$ cat config.mk
export PLATFORM = sky130hd
export DESIGN_NAME = led_chase_ctrl
export DESIGN_NICKNAME = d
export VERILOG_FILES = /design/src/rtl/led_chase_pkg.sv /design/src/rtl/led_chase_ctrl_tick_gen.sv /design/src/rtl/led_chase_ctrl.sv
export SDC_FILE = /design/constraint.sdc
export NUM_CORES = 1
export LEC_CHECK = 0
export ABC_AREA = 0
export BUFFER_PORTS_ARGS = -buffer_cell sky130_fd_sc_hd__buf_2
export CAP_MARGIN = 40
export CORE_ASPECT_RATIO = 1.2
export CORE_UTILIZATION = 51
export DETAILED_ROUTE_END_ITERATION = 12
export GPL_TIMING_DRIVEN = 0
export PLACE_DENSITY = 0.83
export SLEW_MARGIN = 15
export SYNTH_ARGS = -nofsm -noshare
export SYNTH_HDL_FRONTEND = slang
export SYNTH_SLANG_ARGS = --single-unit
$ cat constraint.sdc
create_clock -name clk -period 1.95 [get_ports clk]
set_input_delay 0 -clock clk [delete_from_list [all_inputs] [get_ports clk]]
set_output_delay 0 -clock clk [all_outputs]
set_load 0.02 [all_outputs]
$ cat src/rtl/led_chase_pkg.sv
// Shared types and helpers for the chasing-LED position engine.
package led_chase_pkg;

  typedef enum logic {DIR_UP, DIR_DOWN} dir_t;

  localparam logic MODE_BOUNCE = 1'b0;
  localparam logic MODE_WRAP   = 1'b1;

  // Speed code 3 has no faster/slower meaning of its own; it behaves as 2.
  function automatic logic [1:0] spd_sat(input logic [1:0] s);
    return (s == 2'd3) ? 2'd2 : s;
  endfunction

endpackage

$ cat src/rtl/led_chase_ctrl_tick_gen.sv
// Programmable step divider: period = BASE_DIV << spd_eff clocks, frozen while en=0.
module tick_gen #(
  parameter int unsigned BASE_DIV = 4
) (
  input  logic       clk,
  input  logic       reset,
  input  logic       en,
  input  logic [1:0] spd_eff,
  output logic       tick
);

  localparam int unsigned CW = $clog2(BASE_DIV * 4 + 1);

  logic [CW-1:0] cnt;
  logic [31:0]   div_m1;

  // Greater-or-equal so a mid-count speed-up fires at once instead of wrapping past.
  always_comb begin
    div_m1 = (32'(BASE_DIV) << spd_eff) - 32'd1;
    tick   = en && (32'(cnt) >= div_m1);
  end

  always_ff @(posedge clk or posedge reset) begin
    if (reset) begin
      cnt <= '0;
    end else if (tick) begin
      cnt <= '0;
    end else if (en) begin
      cnt <= cnt + 1'b1;
    end
  end

endmodule

$ cat src/rtl/led_chase_ctrl.sv
// Chasing-LED position engine: bounce/wrap FSM driving registered LED outputs.
// Optional comet trail enabled by defining LED_CHASE_TRAIL_EN.
module led_chase_ctrl
  import led_chase_pkg::*;
#(
  parameter  int unsigned N_LEDS   = 8,
  parameter  int unsigned BASE_DIV = 4,
  localparam int unsigned PW       = $clog2(N_LEDS)
) (
  input  logic              clk,
  input  logic              reset,
  input  logic              en,
  input  logic [1:0]        spd,
  input  logic              mode,
  output logic [PW-1:0]     pos,
  output logic [N_LEDS-1:0] led,
  output logic              step
);

  localparam logic [PW-1:0] LAST = PW'(N_LEDS - 1);

  function automatic logic [N_LEDS-1:0] onehot(input logic [PW-1:0] p);
    return N_LEDS'(1) << p;
  endfunction

  logic              tick;
  dir_t              dir;
  dir_t              dir_nxt;
  logic [PW-1:0]     pos_nxt;
  logic [N_LEDS-1:0] led_nxt;

  tick_gen #(
    .BASE_DIV(BASE_DIV)
  ) u_tick_gen (
    .clk    (clk),
    .reset  (reset),
    .en     (en),
    .spd_eff(spd_sat(spd)),
    .tick   (tick)
  );

  always_comb begin
    dir_nxt = dir;
    pos_nxt = pos;
    if (tick) begin
      if (mode == MODE_WRAP) begin
        dir_nxt = DIR_UP;
        pos_nxt = (pos == LAST) ? '0 : pos + 1'b1;
      end else if (dir == DIR_UP) begin
        if (pos == LAST) begin
          dir_nxt = DIR_DOWN;
          pos_nxt = LAST - 1'b1;
        end else begin
          pos_nxt = pos + 1'b1;
        end
      end else begin
        if (pos == '0) begin
          dir_nxt = DIR_UP;
          pos_nxt = PW'(1);
        end else begin
          pos_nxt = pos - 1'b1;
        end
      end
    end
`ifdef LED_CHASE_TRAIL_EN
    // The position being left becomes the trail bit of the new LED image.
    led_nxt = onehot(pos_nxt) | onehot(pos);
`else
    led_nxt = onehot(pos_nxt);
`endif
  end

  always_ff @(posedge clk or posedge reset) begin
    if (reset) begin
      dir  <= DIR_UP;
      pos  <= '0;
      led  <= N_LEDS'(1);
      step <= 1'b0;
    end else begin
      step <= tick;
      if (tick) begin
        dir <= dir_nxt;
        pos <= pos_nxt;
        led <= led_nxt;
      end
    end
  end

endmodule
==> insert_results.sql, run 1 <==
INSERT INTO impl_metrics (metric_group, metric, value, unit) VALUES
('drt', 'routedLengthMet1', '808', 'um'),
('worst_hold_path', 'hold_path_class', 'in2reg', ''),
('drt', 'drc_errors', '7', ''),
('setup_path', 'arrival', '2.00', 'ns'),
('timing', 'final_setup_vio_count', '0', ''),
('grt', 'global_route.usage.total', '20.66', '%'),
('grt', 'antenna_found_initial', '0', ''),
('drt', 'wl_met2', '1116', 'um'),
('setup_path', 'path_common_cell', 'sky130_fd_sc_hd__ha_1', ''),
('yosys', 'synth_cell_type_count', '31', ''),
('clocking', 'numClockSinks', '18', ''),
('drt', 'detail_route.wirelength', '1980', 'um'),
('setup_path', 'rr_endpoint', 'led[0]', ''),
('setup_path', 'worstPathBufferInverterCount', '0', ''),
('timing', 'post-route-min-period', '1.777', 'ns'),
('status', 'failed_checks', 'DRC', ''),
('yosys', 'yosys_warnings', '0', ''),
('die', 'fp.coreArea', '1893', 'um^2'),
('die', 'overall_die_height', '51.61', 'um'),
('setup_path', 'critical-path-top-delay-family', 'compound AO/OA/AOI/OAI gates', ''),
('final_layout', 'final_cell_count_no_fill', '140', ''),
('clocking', 'insertion_delay', '0.28', 'ns'),
('yosys', 'synth.cell_area', '1046', 'um^2'),
('clocking', 'path_clk_slew', '0.10', 'ns'),
('clocking', 'cts_buffers', '3', ''),
('yosys', 'synth.top_cell.area_share', '40.67', '%'),
('drt', 'wl_met3', '37', 'um'),
('timing', 'final-hold-violation-count', '0', ''),
('die', 'die_w', '43.34', 'um'),
('yosys', 'synth_enable_flop_cells', '0', ''),
('yosys', 'postSynth.asyncResetShare', '100.0', '%'),
('grt', 'grt_pass1_vias', '797', ''),
('worst_hold_path', 'timing.hold.worst_path_depth', '3', ''),
('pwr', 'fraction_of_power_consumed_by_the_clock_network', '11.8', '%'),
('final_layout', 'areaGrowthSynthToFinish', '16.15', '%'),
('setup_path', 'worst_setup_path_end_kind', 'flip-flop', ''),
('grt', 'wire_length_of_the_first_global_routing_pass', '3429', 'um'),
('timing', 'final.setup_skew', '0.0008702', 'ns'),
('timing', 'fin_crit_sh', '91.14', '%'),
('setup_path', 'worst_path_cell_with_the_longest_stage_delay', 'sky130_fd_sc_hd__dfrtp_1', ''),
('setup_path', 'timing.rr.start', 'pos[0]', ''),
('clocking', 'cts_root_buffer', 'sky130_fd_sc_hd__clkbuf_4', ''),
('yosys', 'post-synth-top-area-cell', 'sky130_fd_sc_hd__dfrtp_1', ''),
('pwr', 'cell_internal_pwr', '1.093', 'mW'),
('setup_path', 'required', '2.18', 'ns'),
('yosys', 'synthesis.instances', '98', ''),
('setup_path', 'startpoint_class_of_the_critical_path', 'flip-flop', ''),
('status', 'run_status', 'complete, but fails checks', ''),
('timing', 'timing.final.max_slew_violations', '0', ''),
('pwr', 'design_power_total', '1.905', 'mW'),
('flow_run', 'max-cap-violations', '0', ''),
('pwr', 'p_sw', '0.8123', 'mW'),
('die', 'floorplan.initialDensity', '55.25', '%'),
('grt', 'maximum_number_of_pins_on_one_net_before_global_route_repair', '19', ''),
('yosys', 'yosys-top-cells-count', 'sky130_fd_sc_hd__dfrtp_1 (17), sky130_fd_sc_hd__ha_1 (10), sky130_fd_sc_hd__inv_1 (10), sky130_fd_sc_hd__a32o_1 (8), sky130_fd_sc_hd__nand2_1 (8)', ''),
('timing', 'final.setup.tns', '0', 'ns'),
('yosys', 'synth-seq-area-share', '43.18', '%'),
('setup_path', 'timing.setup.critical_path_class', 'reg2reg', ''),
('drt', 'drt_pre_antenna_iters', '8', ''),
('drt', 'drt.antenna.violating_nets', '0', ''),
('setup_path', 'critical_path.cell_chain', 'ha_1 -> ha_1 -> o21ba_2 -> o22ai_4 -> nor2b_4 -> a32o_1', ''),
('yosys', 'post_synth_main_area_contributors', 'sky130_fd_sc_hd__dfrtp_1 (41%), sky130_fd_sc_hd__ha_1 (12%), sky130_fd_sc_hd__a32o_1 (7.7%)', ''),
('yosys', 'synthMostInstantiatedCell', 'sky130_fd_sc_hd__dfrtp_1', ''),
('die', 'design.portCount', '18', ''),
('clocking', 'htree_num_levels', '1', ''),
('worst_hold_path', 'hold_sp', 'en', ''),
('setup_path', 'timing.critical_path.slowest_cell_delay', '0.44', 'ns'),
('placed_design', 'globalplace.congestion', '0.8658', ''),
('setup_path', 'timing.reg2reg.setup_slack', '0.17', 'ns'),
('die', 'dieArea', '2237', 'um^2'),
('clocking', 'max-clock-path-buffers', '2', '');
registers in the layout (all words and copies together), names as in the netlist:
| name | cells |
|---|---|
| step | 1 |
| led | 8 |
| u_tick_gen.cnt | 5 |
| pos | 3 |
| dir | 1 |
power groups by stage:
stage | clock network [mW] | registers, mW | logic [mW]
after global routing | 0.248 | 0.685 | 1.14
after global placement | 0 | 0.659 | 0.971
final | 0.224 | 0.662 | 1.02
after CTS | 0.235 | 0.661 | 1.02
after detailed placement | 0 | 0.670 | 1.01
after floorplan | 0 | 0.772 | 0.645
metal layers:
metal	up-vias	global-route usage (%)
met5	-	0
met4	0	7.813
met3	2	3.125
met2	11	40.15
met1	398	21.85
li1	398	-
worst register-to-register path, delay by kind of cell, from the launching register on:
family                   cells  cell delay, ns
AND/OR/NAND/NOR              1            0.20
AO/OA/AOI/OAI                3            0.60
adder cells (fa/ha/maj)      2            0.47
flip-flops                   1            0.44
worst max path at each step:
stage	from	slack, ns	to	cells past startpoint
finish	pos[0]	0.17	led[0]	6
global route	u_tick_gen.cnt[2]	0.03	led[1]	6
CTS	pos[0]	0.09	led[0]	8
detailed placement	pos[0]	0.11	led[0]	8
global placement	pos[0]	0.24	led[1]	8
floorplan	pos[0]	0.24	led[1]	6
logic make-up (layout without fill, tap and decap cells):
family	Yosys count	after routing	share of synthesized area, %
compound gates	28	28	22.13
simple gates	26	26	13.76
flops	18	18	43.18
buf+inv	13	36	6.459
fa+ha+maj	10	10	11.96
mux	2	2	2.153
other cells	1	1	0.3585
cells in the final DEF (no fill, tap or decap), types with 2 or more instances in the layout:
master                          Yosys  routed
sky130_fd_sc_hd__mux2_2             2       2
sky130_fd_sc_hd__nand3_1            3       3
sky130_fd_sc_hd__clkbuf_4           0       3
sky130_fd_sc_hd__o21ai_1            3       3
sky130_fd_sc_hd__a32o_1             8       8
sky130_fd_sc_hd__a21oi_1            3       2
sky130_fd_sc_hd__nor3_1             3       3
sky130_fd_sc_hd__dfrtp_1           17      17
sky130_fd_sc_hd__ha_1              10      10
sky130_fd_sc_hd__a21o_1             3       3
sky130_fd_sc_hd__dlygate4sd3_1      0       2
sky130_fd_sc_hd__nor2b_1            2       2
sky130_fd_sc_hd__nor2_1             5       5
sky130_fd_sc_hd__nand2_1            8       8
sky130_fd_sc_hd__inv_1             10      10
sky130_fd_sc_hd__buf_2              0      17
sky130_fd_sc_hd__a211o_2            2       2
sky130_fd_sc_hd__o21ai_0            3       3
final cells by class:
| type | instances | area (um^2) | area share (%) |
|---|---|---|---|
| Buffer | 2 | 26.28 | 2.163 |
| Clock buffer | 4 | 36.28 | 2.987 |
| Inverter | 11 | 41.29 | 3.399 |
| Multi-Input combinational cell | 67 | 530.5 | 43.67 |
| Sequential cell | 18 | 451.7 | 37.18 |
| Tap cell | 19 | 23.77 | 1.957 |
| Timing Repair Buffer | 19 | 105.1 | 8.651 |
through the flow:
stage	util [%]	hold WS, ns	worst slack, ns	area, um^2
floorplan	-	-0.06216	0.2365	1046
global placement	61.00	0.1147	0.2357	1155
detailed placement	61.00	0.1379	0.1059	1155
CTS	63.98	0.005109	0.09094	1211
global route	64.18	0.01692	0.02602	1215
finish	64.18	0.01277	0.1728	1215
repair_timing:
| item | CTS | global route |
|---|---|---|
| hold buffers | 2 | 0 |
| hold endpoints to repair | 18 | 0 |
| resized for setup | 0 | 1 |
| setup buffers | 0 | 0 |
| endpoints found under the setup margin | 0 | 1 |
(Power assumes the default switching activity.)
==> inputs of run 2 (changes only) <==
- REMOVE_ABC_BUFFERS: unset -> 1
==> run 2 against run 1 <==
The run still ends with DRC left. First-iteration DRC count shrank 33%. Highest routed layer unchanged. Critical endpoint is now led[4]. Wire length grew 1.1%. Register-to-register slack lost 0.03 ns. Critical path depth shrank 1.
==> insert_results.sql, run 2 (synthesized netlist as in run 1, its figures left out) <==
INSERT INTO impl_metrics (metric_group, metric, value, unit) VALUES
('grt', 'antenna_found_initial', '0', ''),
('grt', 'overflow', '0', ''),
('drt', 'detail_route.wirelength', '2001', 'um'),
('timing', 'final-hold-violation-count', '0', ''),
('die', 'fp.coreArea', '1893', 'um^2'),
('clocking', 'cts_buffers', '3', ''),
('die', 'die_w', '43.34', 'um'),
('timing', 'post-route-min-period', '1.806', 'ns'),
('setup_path', 'worstPathBufferInverterCount', '0', ''),
('pwr', 'switching_share', '43.54', '%'),
('setup_path', 'rr_worst_depth', '5', ''),
('drt', 'drt_pre_antenna_iters', '8', ''),
('status', 'run_status', 'complete, but fails checks', ''),
('final_layout', 'layout_top_registers', 'led (8), u_tick_gen.cnt (5), pos (3)', ''),
('timing', 'final.setup.tns', '0', 'ns'),
('clocking', 'numClockSinks', '18', ''),
('pwr', 'p_sw', '0.8245', 'mW'),
('clocking', 'tritoncts', 'done', ''),
('timing', 'final.setup_skew', '0.003702', 'ns'),
('grt', 'grt_util_met2', '34.85', '%'),
('clocking', 'insertion_delay', '0.29', 'ns'),
('setup_path', 'highest_fanout_seen_on_the_critical_path', '18', ''),
('drt', 'routedWlPerCell', '14.50', 'um'),
('grt', 'grt_use_met3', '1.042', '%'),
('timing', 'unrepaired_setup_endpoints_after_global_routing', 'false', ''),
('clocking', 'htree_num_levels', '1', ''),
('setup_path', 'timing.reg2reg.setup_slack', '0.14', 'ns'),
('grt', 'global_route.usage.total', '21.10', '%'),
('flow_run', 'max-cap-violations', '0', ''),
('status', 'failed_checks', 'DRC', ''),
('final_layout', 'final_layout_size_suffix_gt1_share', '27.73', '%'),
('drt', 'drtIter0Drc', '10', ''),
('timing', 'fin_crit_sh', '92.63', '%'),
('grt', 'maximum_number_of_pins_on_one_net_before_global_route_repair', '19', ''),
('setup_path', 'arrival', '1.99', 'ns'),
('timing', 'final_setup_vio_count', '0', ''),
('die', 'design.portCount', '18', ''),
('setup_path', 'rr_endpoint', 'led[4]', ''),
('drt', 'via_count', '793', ''),
('die', 'fp-row-count', '17', ''),
('pwr', 'design_power_total', '1.894', 'mW'),
('setup_path', 'worst_setup_path_end_kind', 'flip-flop', ''),
('final_layout', 'areaGrowthSynthToFinish', '14.11', '%'),
('grt', 'grtUsageMet1', '25.45', '%'),
('setup_path', 'worst_path_cell_with_the_longest_stage_delay', 'sky130_fd_sc_hd__dfrtp_1', ''),
('die', 'overall_die_height', '51.61', 'um'),
('grt', 'wire_length_of_the_first_global_routing_pass', '3470', 'um'),
('drt', 'drt.antenna.violating_nets', '0', ''),
('timing', 'timing.final.max_slew_violations', '0', ''),
('clocking', 'path_clk_slew', '0.11', 'ns'),
('setup_path', 'timing.setup.critical_path_class', 'reg2reg', ''),
('setup_path', 'cp.depth', '5', ''),
('setup_path', 'timing.rr.start', 'u_tick_gen.cnt[2]', ''),
('pwr', 'power_per_cell_area', '1586', 'nW/um^2'),
('timing', 'max-slew-margin-rel', '54.90', '%'),
('pwr', 'fraction_of_power_consumed_by_the_clock_network', '12.2', '%'),
('timing', 'timing_worst_slew_pin_value', '0.6757', 'ns'),
('setup_path', 'worst_setup_path_endpoint', 'led[4]', ''),
('pwr', 'power.sequential.fraction', '34.9', '%'),
('setup_path', 'startpoint_class_of_the_critical_path', 'flip-flop', ''),
('setup_path', 'required', '2.14', 'ns'),
('placed_design', 'port-buffer-count', '17', ''),
('setup_path', 'critPathLaunch', 'u_tick_gen.cnt[2]', ''),
('die', 'floorplan.initialDensity', '55.25', '%'),
('timing', 'timing.fmax', '0.5536', 'GHz'),
('final_layout', 'nets', '136', ''),
('setup_path', 'critical-path-top-delay-family', 'compound AO/OA/AOI/OAI gates', ''),
('final_layout', 'diode_count', '0', ''),
('worst_hold_path', 'hold_path_class', 'in2reg', ''),
('setup_path', 'critical_path.cell_chain', 'ha_1 -> a21oi_1 -> o22a_4 -> nor2b_4 -> a32o_1', ''),
('final_layout', 'largest_register_ffs', '8', ''),
('pwr', 'power.leakage', '0.6207', 'nW'),
('final_layout', 'mostFrequentLayoutCells', 'sky130_fd_sc_hd__dfrtp_1 (17), sky130_fd_sc_hd__buf_2 (17), sky130_fd_sc_hd__inv_1 (10), sky130_fd_sc_hd__ha_1 (10)', ''),
('grt', 'gr-max-usage-layer', 'met2', ''),
('drt', 'routed_via_density', '5.746', ''),
('placed_design', 'globalplace.congestion', '0.8031', ''),
('drt', 'drc_errors', '2', ''),
('pwr', 'vdd.ir_drop.worst', '943.3', 'uV'),
('placed_design', 'dpl.hpwl', '1505', 'um'),
('pwr', 'cell_internal_pwr', '1.069', 'mW'),
('clocking', 'postCtsSetupRepairBufs', '0', ''),
('grt', 'grt_pass1_vias', '824', ''),
('timing', 'setup_slack', '0.1437', 'ns'),
('placed_design', 'placement.setup.worst_slack', '-0.1565', 'ns'),
('clocking', 'cts_root_buffer', 'sky130_fd_sc_hd__clkbuf_4', ''),
('setup_path', 'timing.critical_path.slowest_cell_delay', '0.45', 'ns'),
('clocking', 'max-clock-path-buffers', '2', ''),
('pwr', 'p_comb_share', '52.9', '%'),
('die', 'dieArea', '2237', 'um^2'),
('final_layout', 'largest_register', 'led', '');
run 2: area by class of cell:
cell class              instances  area, um^2
clock buffers                   4       36.28
well taps                      19       23.77
inverters                      11       41.29
multi-input cells              67       535.5
fillers                       149       699.4
flip-flops and latches         18       451.7
repair buffers                 19       105.1
run 2: metal layers:
metal | vias to the layer above | part of all wire [%]
li1 | 393 | -
met1 | 377 | 42
met2 | 17 | 53
met3 | 6 | 2.0
met4 | 0 | 3.3
met5 | - | 0
run 2: what timing repair did:
action	4_1_cts	5_1_grt
hold endpoints to repair	18	0
setup endpoints to repair	10	9
gates resized for setup	1	1
hold buffers	2	0
run 2: worst min-delay path by stage:
| stage | startpoint | to | slack [ns] | cells after the start |
|---|---|---|---|---|
| 2_1_floorplan | reset | dir | -0.06 | 1 |
| 3_3_place_gp | reset | u_tick_gen.cnt[0] | 0.11 | 2 |
| 3_5_place_dp | reset | step | 0.12 | 2 |
| 4_1_cts | en | u_tick_gen.cnt[1] | 0.01 | 3 |
| 5_1_grt | en | u_tick_gen.cnt[1] | 0.03 | 3 |
| 6_report | en | u_tick_gen.cnt[1] | 0.02 | 3 |
run 2: metrics by stage:
stage / utilization [%] / std cells / hold WS (ns) / cell area (um^2)
floorplan: - / 96 / -0.06216 / 1020
global placement: 59.62 / 132 / 0.1128 / 1129
detailed placement: 59.62 / 132 / 0.1208 / 1129
CTS: 62.66 / 138 / 0.01260 / 1186
global route: 63.05 / 138 / 0.02638 / 1194
finish: 63.05 / 138 / 0.01529 / 1194
run 2: worst reg2reg max path: cells and delay by family (launching register included):
| family | cells | cell delay (ns) |
|---|---|---|
| DFF | 1 | 0.45 |
| adders and majority gates | 1 | 0.31 |
| and+or+nand+nor | 1 | 0.08 |
| AOI/OAI and AO/OA | 3 | 0.87 |
run 2: power groups by stage:
| stage | clock, mW | combinational [mW] | sequential, mW |
|---|---|---|---|
| after floorplan | 0 | 0.614 | 0.772 |
| after global placement | 0 | 0.936 | 0.657 |
| after detailed placement | 0 | 0.988 | 0.668 |
| after CTS | 0.237 | 0.996 | 0.661 |
| after global routing | 0.243 | 1.11 | 0.684 |
| final | 0.230 | 1.00 | 0.661 |
==> inputs of run 3 (changes only) <==
- ABC_AREA: 0 -> 1
- PLACE_DENSITY: 0.83 -> 0.82
==> run 3 against run 2 <==
The run still ends with DRC left. Wire length shrank 1.9%. Combinational power down 7%. Worst setup slack improved by 0.040 ns. Via count is 12% higher. Cell count up 20%.
==> insert_results.sql, run 3 <==
INSERT INTO impl_metrics (metric_group, metric, value, unit) VALUES
('status', 'run_status', 'complete, but fails checks', ''),
('status', 'failed_checks', 'DRC', ''),
('yosys', 'synth_area_per_cell', '8.480', 'um^2'),
('timing', 'fin_crit_sh', '90.57', '%'),
('die', 'fp.coreArea', '1914', 'um^2'),
('yosys', 'synth-main-ff-cell', 'sky130_fd_sc_hd__dfrtp_1', ''),
('final_layout', 'nets', '163', ''),
('yosys', 'synth-seq-area-share', '42.27', '%'),
('yosys', 'synthesis.instances', '126', ''),
('final_layout', 'largest_register_ffs', '8', ''),
('setup_path', 'startpoint_class_of_the_critical_path', 'flip-flop', ''),
('timing', 'final.setup.tns', '0', 'ns'),
('final_layout', 'final_cell_count_no_fill', '165', ''),
('pwr', 'design_power_total', '1.812', 'mW'),
('yosys', 'synth-seq-cells', '18', ''),
('clocking', 'path_clk_slew', '0.10', 'ns'),
('drt', 'detail_route.wirelength', '1962', 'um'),
('drt', 'via_count', '885', ''),
('die', 'overall_die_height', '52.14', 'um'),
('setup_path', 'arrival', '1.97', 'ns'),
('worst_hold_path', 'hold_path_class', 'in2reg', ''),
('yosys', 'synth.top_cell.area_share', '39.81', '%'),
('flow_run', 'max-cap-violations', '0', ''),
('clocking', 'tritoncts', 'done', ''),
('yosys', 'yosys-top-cells-count', 'sky130_fd_sc_hd__nand2_1 (33), sky130_fd_sc_hd__dfrtp_1 (17), sky130_fd_sc_hd__nand3_1 (15), sky130_fd_sc_hd__inv_1 (13), sky130_fd_sc_hd__ha_1 (10)', ''),
('timing', 'timing_worst_slew_pin_value', '0.6786', 'ns'),
('clocking', 'insertion_delay', '0.30', 'ns'),
('placed_design', 'port-buffer-count', '17', ''),
('final_layout', 'largest_register', 'led', ''),
('timing', 'timing.final.max_slew_violations', '0', ''),
('final_layout', 'layout_top_registers', 'led (8), u_tick_gen.cnt (5), pos (3)', ''),
('placed_design', 'globalplace.congestion', '0.8309', ''),
('final_layout', 'mostFrequentLayoutCells', 'sky130_fd_sc_hd__nand2_1 (33), sky130_fd_sc_hd__dfrtp_1 (17), sky130_fd_sc_hd__buf_2 (17), sky130_fd_sc_hd__nand3_1 (15), sky130_fd_sc_hd__inv_1 (13)', ''),
('setup_path', 'worst_setup_path_end_kind', 'flip-flop', ''),
('setup_path', 'critical-path-top-delay-family', 'simple AND/OR/NAND/NOR gates', ''),
('clocking', 'max-clock-path-buffers', '2', ''),
('clocking', 'total_of_hold_buffers_inserted_after_clock_tree_synthesis', '1', ''),
('pwr', 'power.leakage', '0.6899', 'nW'),
('setup_path', 'highest_fanout_seen_on_the_critical_path', '6', ''),
('timing', 'unrepaired_setup_endpoints_after_global_routing', 'false', ''),
('yosys', 'postSynth.asyncResetShare', '100.0', '%'),
('placed_design', 'dpl.hpwl', '1478', 'um'),
('setup_path', 'worstPathBufferInverterCount', '2', ''),
('setup_path', 'timing.critical_path.slowest_cell_delay', '0.46', 'ns'),
('drt', 'drc_errors', '1', ''),
('die', 'die_w', '43.79', 'um'),
('grt', 'maximum_number_of_pins_on_one_net_before_global_route_repair', '19', ''),
('final_layout', 'most_common_library_cell_in_the_layout_ignoring_fill_and_taps', 'sky130_fd_sc_hd__nand2_1', ''),
('setup_path', 'critical_path.cell_chain', 'inv_2 -> ha_1 -> inv_1 -> ha_1 -> nand2_1 -> o21ai_1 -> nand2_1 -> nand2_1 -> and3_2 -> nand3_1 -> nand2_1', ''),
('die', 'floorplan.initialDensity', '55.82', '%'),
('clocking', 'numClockSinks', '18', ''),
('clocking', 'cts_root_buffer', 'sky130_fd_sc_hd__clkbuf_4', ''),
('yosys', 'synth.cell_area', '1069', 'um^2'),
('timing', 'final_setup_vio_count', '0', ''),
('setup_path', 'timing.setup.critical_path_class', 'reg2reg', ''),
('grt', 'antenna_found_initial', '0', ''),
('grt', 'global_route.usage.total', '20.35', '%'),
('final_layout', 'final_layout_size_suffix_gt1_share', '26.03', '%'),
('die', 'dieArea', '2283', 'um^2'),
('setup_path', 'path_common_cell', 'sky130_fd_sc_hd__nand2_1', ''),
('drt', 'routed_via_density', '5.364', ''),
('die', 'fp-row-count', '17', ''),
('setup_path', 'required', '2.15', 'ns'),
('yosys', 'synth_cell_type_count', '26', ''),
('pwr', 'power_per_cell_area', '1504', 'nW/um^2'),
('grt', 'overflow', '0', ''),
('pwr', 'vdd.ir_drop.worst', '1032', 'uV'),
('final_layout', 'areaGrowthSynthToFinish', '12.76', '%'),
('drt', 'routedWlPerCell', '11.89', 'um'),
('drt', 'drtIter0Drc', '13', ''),
('die', 'design.portCount', '18', ''),
('yosys', 'post-synth-top-area-cell', 'sky130_fd_sc_hd__dfrtp_1', ''),
('timing', 'final.setup_skew', '0.004070', 'ns'),
('grt', 'grt_pass1_vias', '853', ''),
('placed_design', 'placed_cells', '160', ''),
('timing', 'final-hold-violation-count', '0', ''),
('drt', 'drt.antenna.violating_nets', '0', ''),
('clocking', 'cts_resized', '0', ''),
('setup_path', 'worst_path_cell_with_the_longest_stage_delay', 'sky130_fd_sc_hd__dfrtp_1', ''),
('clocking', 'cts_buffers', '3', ''),
('timing', 'post-route-min-period', '1.766', 'ns'),
('yosys', 'yosys_warnings', '0', ''),
('clocking', 'postCtsSetupRepairBufs', '0', ''),
('yosys', 'synth_enable_flop_cells', '0', ''),
('final_layout', 'diode_count', '0', ''),
('grt', 'wire_length_of_the_first_global_routing_pass', '3374', 'um'),
('drt', 'drt_pre_antenna_iters', '8', ''),
('yosys', 'synthMostInstantiatedCell', 'sky130_fd_sc_hd__nand2_1', ''),
('timing', 'max-slew-margin-rel', '54.71', '%'),
('timing', 'timing.fmax', '0.5662', 'GHz'),
('clocking', 'htree_num_levels', '1', ''),
('yosys', 'post_synth_main_area_contributors', 'sky130_fd_sc_hd__dfrtp_1 (40%), sky130_fd_sc_hd__ha_1 (12%), sky130_fd_sc_hd__nand2_1 (12%)', '');
[run 3: kinds of logic (layout without fill, tap and decap cells)]
family,Yosys count,count (layout),synth area share (%)
simple gates,67,67,31.62
flops,18,18,42.27
buf+inv,18,38,7.377
fa+ha+maj,10,10,11.71
compound gates,10,10,5.034
xor+xnor,2,2,1.640
other cells,1,1,0.3510
[run 3: area by class of cell]
| class | instances | area, um^2 |
|---|---|---|
| Fill cell | 171 | 709.4 |
| Multi-Input combinational cell | 90 | 538.0 |
| Sequential cell | 18 | 451.7 |
| Timing Repair Buffer | 18 | 95.09 |
| Inverter | 16 | 60.06 |
| Clock buffer | 4 | 36.28 |
| Tap cell | 19 | 23.77 |
[run 3: worst reg2reg max path, cell delays in order, from the launching register on]
cell,delay [ns]
sky130_fd_sc_hd__dfrtp_1,0.46
sky130_fd_sc_hd__inv_2,0.10
sky130_fd_sc_hd__ha_1,0.20
sky130_fd_sc_hd__inv_1,0.07
sky130_fd_sc_hd__ha_1,0.17
sky130_fd_sc_hd__nand2_1,0.06
sky130_fd_sc_hd__o21ai_1,0.06
sky130_fd_sc_hd__nand2_1,0.06
sky130_fd_sc_hd__nand2_1,0.10
sky130_fd_sc_hd__and3_2,0.25
sky130_fd_sc_hd__nand3_1,0.09
sky130_fd_sc_hd__nand2_1,0.05
[run 3: final timing paths]
check	from	end	slack [ns]	depth (start not counted)
worst max-delay path	pos[0]	led[5]	0.18	11
worst min register to register	led[0]	led[0]	0.47	2
worst min-delay path	en	u_tick_gen.cnt[0]	0.07	2
min in group asynchronous	reset	led[4]	0.34	3
worst max register to register	pos[0]	led[5]	0.18	11
max in group asynchronous	reset	step	1.18	3
[run 3: layer usage]
layer	vias up	track usage [%]	wire length (um)	part of all wire, %
met3	11	3.125	93	4.7
met1	407	22.30	792	40
li1	437	-	-	-
met5	-	0	0	0
met4	0	9.375	72	3.7
met2	30	37.56	1005	51
[run 3: per-stage QoR]
| stage | hold slack [ns] | cell area (um^2) | utilization [%] | setup WS [ns] |
|---|---|---|---|---|
| after CTS | 0.07219 | 1205 | 62.94 | 0.1730 |
| after global routing | 0.09224 | 1205 | 62.94 | 0.02410 |
| after floorplan | -0.06216 | 1050 | - | 0.2258 |
| final | 0.07237 | 1205 | 62.94 | 0.1839 |
| after detailed placement | 0.1425 | 1159 | 60.52 | 0.1916 |
| after global placement | 0.1098 | 1159 | 60.52 | 0.2449 |
[run 3: report_power, final]
| group | internal (mW) | switching (mW) |
|---|---|---|
| logic | 0.326 | 0.603 |
| registers | 0.529 | 0.122 |
| clock network | 0.114 | 0.118 |
